`config.mk`:
```
export PLATFORM = sky130hd
export DESIGN_NAME = btn_debounce
export DESIGN_NICKNAME = d
export VERILOG_FILES = /design/src/rtl/btn_pkg.sv /design/src/rtl/debounce_channel.sv /design/src/rtl/btn_debounce.sv
export SDC_FILE = /design/constraint.sdc
export NUM_CORES = 1
export LEC_CHECK = 0
export BUFFER_PORTS_ARGS = -buffer_cell sky130_fd_sc_hd__clkbuf_2
export CELL_PAD_IN_SITES_DETAIL_PLACEMENT = 1
export CELL_PAD_IN_SITES_GLOBAL_PLACEMENT = 2
export CORE_AREA = 3 3 65 67
export CTS_BUF_LIST = sky130_fd_sc_hd__clkbuf_4
export DETAILED_ROUTE_END_ITERATION = 12
export DIE_AREA = 0 0 68 70
export GPL_ROUTABILITY_DRIVEN = 0
export GPL_TIMING_DRIVEN = 0
export PLACE_DENSITY_LB_ADDON = 0.1
export SYNTH_ARGS = -nofsm -noshare
export SYNTH_HDL_FRONTEND = slang
export SYNTH_SLANG_ARGS = --single-unit
```
`constraint.sdc`:
```
create_clock -name clk -period 2.2 [get_ports clk]
set_input_delay 0.33 -clock clk [delete_from_list [all_inputs] [get_ports clk]]
set_output_delay 0.33 -clock clk [all_outputs]
set_load 0.02 [all_outputs]
```
`src/rtl/btn_pkg.sv`:
```
// Shared types and helpers for the push-button debouncer.
// FSM encoding and the stability counter width.
package btn_pkg;

  typedef enum logic [1:0] {
    REL      = 2'd0,
    REL_WAIT = 2'd1,
    PRS      = 2'd2,
    PRS_WAIT = 2'd3
  } btn_state_e;

  function automatic int cnt_width(input int stable);
    return $clog2(stable + 1);
  endfunction

endpackage

```
`src/rtl/debounce_channel.sv`:
```
// One button channel: synchroniser, stability FSM/counter,
// registered level and press/release pulses.
module debounce_channel
  import btn_pkg::*;
#(
  parameter int STABLE_CYCLES = 1000000,
  parameter int SYNC_STAGES   = 2
) (
  input  logic clk,
  input  logic btn_reset,
  input  logic i_raw,
  output logic o_level,
  output logic o_press,
  output logic o_release
);

  localparam int CW = cnt_width(STABLE_CYCLES);
  localparam logic [CW-1:0] LAST = CW'(STABLE_CYCLES - 1);
  localparam logic [CW-1:0] ONE  = CW'(1);

  logic [SYNC_STAGES-1:0] r_sync;
  logic                   w_s;
  btn_state_e             r_state;
  logic [CW-1:0]          r_cnt;
  logic                   r_level;
  logic                   r_press;
  logic                   r_release;

  assign w_s = r_sync[SYNC_STAGES-1];

  always_ff @(posedge clk or negedge btn_reset) begin
    if (!btn_reset) begin
      r_sync <= '0;
    end else begin
      r_sync <= {r_sync[SYNC_STAGES-2:0], i_raw};
    end
  end

  // Pulses are set on the same edge that changes the level,
  // so each lasts exactly one cycle.
  always_ff @(posedge clk or negedge btn_reset) begin
    if (!btn_reset) begin
      r_state   <= REL;
      r_cnt     <= '0;
      r_level   <= 1'b0;
      r_press   <= 1'b0;
      r_release <= 1'b0;
    end else begin
      r_press   <= 1'b0;
      r_release <= 1'b0;
      unique case (r_state)
        REL: begin
          if (w_s) begin
            r_state <= REL_WAIT;
            r_cnt   <= ONE;
          end
        end
        REL_WAIT: begin
          if (!w_s) begin
            r_state <= REL;
            r_cnt   <= '0;
          end else if (r_cnt == LAST) begin
            r_state <= PRS;
            r_cnt   <= '0;
            r_level <= 1'b1;
            r_press <= 1'b1;
          end else begin
            r_cnt <= r_cnt + ONE;
          end
        end
        PRS: begin
          if (!w_s) begin
            r_state <= PRS_WAIT;
            r_cnt   <= ONE;
          end
        end
        PRS_WAIT: begin
          if (w_s) begin
            r_state <= PRS;
            r_cnt   <= '0;
          end else if (r_cnt == LAST) begin
            r_state   <= REL;
            r_cnt     <= '0;
            r_level   <= 1'b0;
            r_release <= 1'b1;
          end else begin
            r_cnt <= r_cnt + ONE;
          end
        end
      endcase
    end
  end

  assign o_level   = r_level;
  assign o_press   = r_press;
  assign o_release = r_release;

endmodule

```
`src/rtl/btn_debounce.sv`:
```
// Multi-channel push-button conditioner: polarity fix-up
// followed by one independent debounce channel per button.
module btn_debounce
  import btn_pkg::*;
#(
  parameter int N_BTN         = 1,
  parameter int STABLE_CYCLES = 1000000,
  parameter int SYNC_STAGES   = 2,
  parameter bit ACTIVE_LOW    = 1'b0
) (
  input  logic             clk,
  input  logic             btn_reset,
  input  logic [N_BTN-1:0] btn_in,
  output logic [N_BTN-1:0] btn_level,
  output logic [N_BTN-1:0] btn_press,
  output logic [N_BTN-1:0] btn_release
);

  logic [N_BTN-1:0] w_raw;

  assign w_raw = ACTIVE_LOW ? ~btn_in : btn_in;

  for (genvar g = 0; g < N_BTN; g++) begin : g_ch
    debounce_channel #(
      .STABLE_CYCLES(STABLE_CYCLES),
      .SYNC_STAGES  (SYNC_STAGES)
    ) u_ch (
      .clk      (clk),
      .btn_reset(btn_reset),
      .i_raw    (w_raw[g]),
      .o_level  (btn_level[g]),
      .o_press  (btn_press[g]),
      .o_release(btn_release[g])
    );
  end

endmodule

```
After elaboration in Yosys (flattened, before gate mapping)
Index checks and enable logic that the tools add are counted.
{ "totals": {"out_inout_bits": 3, "mem_bits_ro": 0, "latch_bits": 0, "mem_bits_rw": 0, "regBits": 27, "memories": 0, "inputBits": 3, "wordCells": 47} }
{ "op_classes": {"multipliers": 0, "div": 0, "eq_ne": 12, "reduce_logical": 5, "mux": 23, "n_addsub": 1, "n_shift": 0, "bitwise_logic": 0, "n_lt_le_gt_ge": 0} }
{ "ops": {"columns": ["op", "count"], "rows": [
  ["20-bit 2-to-1 mux", 5],
  ["20-bit one-hot mux with 4 select lines", 1],
  ["20-bit by 1-bit adder with 20-bit output, second input constant", 1],
  ["20-bit == test, second input constant", 1],
  ["2-bit 2-to-1 mux", 6],
  ["1-bit 2-to-1 mux", 9],
  ["2-bit by 1-bit != test with 1-bit output, second input constant", 4],
  ["2-bit one-hot mux with 4 select lines", 1],
  ["5-bit AND reduction", 1],
  ["2-bit == test, second input constant", 2],
  ["2-bit != test, second input constant", 2],
  ["4-bit AND reduction", 1],
  ["3-bit by 1-bit != test with 1-bit output, second input constant", 1],
  ["3-bit != test, second input constant", 1],
  ["2-bit by 1-bit == test with 1-bit output, second input constant", 1],
  ["2-bit logical NOT", 1],
  ["1-bit one-hot mux with 2 select lines", 1],
  ["2-bit AND reduction", 1],
  ["2-bit nonzero test", 1]
]} }

Longest topological paths before layout
{ "depth": {"depth_word": 4, "mapped_depth": 7} }

Worst setup path before layout
No wires, ideal clock.
{ "synth_path": {"path_kind": "register -> register", "from": "reg g_ch[0].u_ch.r_cnt[0]", "to": "reg g_ch[0].u_ch.r_cnt[18]", "path_buffers": 0, "slack_ns": 0.308, "stages_incl_launch_ff": 7, "period_less_slack_ns": 1.892, "arrival_ns": 1.768, "path_cell_list": "dfrtp_1 ha_1 nand2_1 or4_1 or2_2 o211ai_1 nand2_1"} }
{ "synth_via": {"elab_chain_cells": 4, "word_cells_on_any_way": 6, "classes_between": "add/sub (1); eq/ne (1); mux (4)"} }
{ "synth_rtl": {"columns": ["element", "line", "text"], "rows": [
  ["start: declaration", "debounce_channel.sv:24", "logic [CW-1:0] r_cnt;"],
  ["start signal: assignment", "debounce_channel.sv:68", "r_cnt <= r_cnt + ONE;"],
  ["start signal: assignment", "debounce_channel.sv:87", "r_cnt <= r_cnt + ONE;"],
  ["20-bit by 1-bit adder with 20-bit output / 20-bit == test (equally long branches)", null, null],
  ["20-bit 2-to-1 mux (*)", "debounce_channel.sv:62, debounce_channel.sv:81", null],
  ["20-bit 2-to-1 mux (on tied branches)", "debounce_channel.sv:78, debounce_channel.sv:59", null],
  ["20-bit one-hot mux with 4 select lines (*)", "debounce_channel.sv:51", "unique case (r_state)"]
]} }
Mark *: on every way between the ends. The rest lies on a longest branch, timed or not.
A chain may end at the register's enable or synchronous reset.

Worst setup path in the final report
Same ends and word-level chain as after synthesis.

==> results.cfg <==
[flow_run]
cap_violations = 0

[clocking]
path_clk_slew_ns = 0.16
insertion_delay_ns = 0.34
cts_buffers = 3
cts.root.buffer_cell = clkbuf_4
h-tree-depth = 1
cts.sinks = 27
cts_tree = yes
hold_buffers = 0
cts_buffer_depth = 2

[synth]
ys_types = 36
syn_inst = 152
synthFlopType = dfrtp_1
syn_nets = 156
synthArstFlopShare = 1.00
avgSynthCellArea_um2 = 9.47
synth_top_area_share = 0.469
synth_area_leaders = dfrtp_1 47%, a31oi_1 6.1%, nand2_1 5.2%
ys_warn_count = 0
yosysMostFrequentCell = dfrtp_1
synth_area_leader_cell = dfrtp_1
synth_seq_cells = 27
ys_seq_area_frac = 0.469
netlist_area_um2 = 1440
synth_edf_count = 0
yosys-top-cells-count = 27 x dfrtp_1, 20 x nand2_1, 14 x a31oi_1, 11 x a21oi_1, 10 x nand3_1

[global_route]
antenna_found_initial = 0
grt_usage = 0.178
grt_max_degree = 28
grt_pass1_wl_mm = 6.49
grt_overflow = 0
grt_pass1_vias = 1273

[sta]
hold_ws_ns = -0.00476
finalSetupViolCount = 0
final_hold_viol_count = 4
setup_ws_ns = 0.126
final.min_clock_period_ns = 2.07
worst_pin_slew_ns = 0.730
grt_setup_unrepaired = no
finalSetupTns_ns = 0
relSlewSlack = 0.512
period_share = 0.943
drv_slew = 0
finClkSkew_ns = 0.00994
max_freq_ghz = 0.482

[min_path]
hp-class = in2async

[run_status]
status = complete, but fails checks
violations = negative hold slack

[placed_design]
dpl-instance-area_um2 = 1530
place_inst = 205
place_ws_ns = 0.0555
hpwl_mm = 2.74
io_buffers = 5

[setup_path]
crit_type = reg2reg
worst-path-max-fanout = 5
cp-start-kind = register
r2r_slack_ns = 0.13
r2r_start = g_ch[0].u_ch.r_cnt[0]
rr_worst_depth = 6
worstPathRequired_ns = 2.44
crit_path_end = g_ch[0].u_ch.r_cnt[18]
crit_path_end_kind = register
r2r-end = g_ch[0].u_ch.r_cnt[18]
cp-startpoint = g_ch[0].u_ch.r_cnt[0]
cp.arrival_ns = 2.32

[pwr]
clockPowerShare = 0.265
switching_share = 0.297
power.internal_w = 0.000629
power_density_nw_per_um2 = 553
p_leak_nw = 0.672
p_seq_frac = 0.631
peakVddDrop_mv = 0.363
p_comb_frac = 0.104
power.switching_w = 0.000266

[route]
drtIter0Drc = 54
vias = 1255
totalWireLength_mm = 3.90
firstDrtPassIters = 4
routedWlPerCell_um = 18.2
post_drt_via_cell_ratio = 5.86
ant_nets = 0
remaining_drc_errors = 0

[cells_and_area]
syn_to_final_growth_pct = 12.3
final_cell_area_um2 = 1620
drive_above_1_share = 0.193
nFillCells = 440
antennaDiodeCount = 0
final_nets = 171
instances_no_fill = 214

[die]
rows = 22
dieArea_um2 = 4760
floorplan.die.width_um = 68
initial_core_util = 0.390
fp.dieH_um = 70
num_io_pins = 6
core-area_um2 = 3690
==> final cells by class <==
class | instances | area (µm²) | share of cell area
multi-input cells | 115 | 723 | 0.447
flip-flops and latches | 27 | 677 | 0.418
repair buffers | 10 | 60.1 | 0.0371
well taps | 48 | 60.1 | 0.0371
plain buffers | 5 | 48.8 | 0.0302
clock buffers | 3 | 22.5 | 0.0139
inverters | 5 | 18.8 | 0.0116
clock inverters | 1 | 7.51 | 0.00464
==> timing repair <==
item / CTS / global route
resized for setup: 0 / 9
setup endpoints to repair: 0 / 18
buffers inserted: 0 / 3
==> sequential cells by signal, summed over array words and instances (netlist names), named ones only <==
name / flops
g_ch.u_ch.o_level: 1
g_ch.u_ch.o_press: 1
g_ch.u_ch.o_release: 1
g_ch.u_ch.r_cnt: 20
g_ch.u_ch.r_state: 1
g_ch.u_ch.r_sync: 2
==> power by group through the flow <==
stage | Clock (W) | Sequential (W) | Combinational, W
4_1_cts | 0.000244 | 0.000561 | 0.0000892
6_report | 0.000237 | 0.000565 | 0.0000934
3_3_place_gp | 0 | 0.000568 | 0.0000853
2_1_floorplan | 0 | 0.000561 | 0.0000592
5_1_grt | 0.000264 | 0.000573 | 0.000106
3_5_place_dp | 0 | 0.000571 | 0.0000890
==> how the worst min path moves through the flow <==
stage / end / slack, ns
2_1_floorplan: asynchronous set/reset pin / 0.03
3_3_place_gp: g_ch[0].u_ch.r_sync[1] / 0.33
3_5_place_dp: g_ch[0].u_ch.r_sync[1] / 0.35
4_1_cts: g_ch[0].u_ch.o_release / 0.02
5_1_grt: g_ch[0].u_ch.o_release / 0.03
6_report: g_ch[0].u_ch.o_release / -0.005
==> layer usage <==
metal | up-vias | share of wire | global-route usage | wire length (µm)
met5 | - | 0 | 0 | 0
met4 | 0 | 0.012 | 0.0530 | 48
met3 | 5 | 0.023 | 0.0241 | 91
met2 | 12 | 0.50 | 0.279 | 1940
met1 | 645 | 0.47 | 0.251 | 1820
li1 | 593 | - | - | -
==> layout by cell type (no fill, tap or decap), types with 2 or more instances in the layout <==
cell,count
a31oi_1,14
buf_6,4
or2b_1,2
dfrtp_1,26
inv_1,5
nor2_1,9
a22o_1,2
or4_1,3
o21ai_0,7
xor2_1,2
and3_1,3
or2_2,2
nand3_1,10
nand4_1,3
clkbuf_2,5
o31a_1,2
nand2_1,19
a21oi_1,11
clkbuf_4,3
nor3_1,2
nor4_1,3
and3_2,2
nand3b_1,3
buf_4,4
==> stage by stage <==
step	hold WS, ns	power (W)	util
floorplan	0.0344	0.000620	-
global placement	0.333	0.000653	0.414
detailed placement	0.348	0.000660	0.414
CTS	0.0228	0.000895	0.422
global route	0.0274	0.000943	0.439
finish	-0.00476	0.000895	0.439
==> critical path: stages (launching register included) <==
cell and delay, ns:
dfrtp_2 0.44, ha_2 0.24, nand2_2 0.11, or4_1 0.58
or2_2 0.35, o211ai_1 0.17, nand2_1 0.08
==> logic make-up after synthesis <==
| kind of cell | count (synthesis) | synth area share |
|---|---|---|
| flops | 27 | 0.469 |
| simple gates | 69 | 0.275 |
| buf+inv | 10 | 0.0469 |
| xor+xnor | 2 | 0.0122 |
| fa+ha+maj | 1 | 0.00869 |
| compound gates | 42 | 0.182 |
| mux | 1 | 0.00695 |
(Power assumes the default switching activity.)
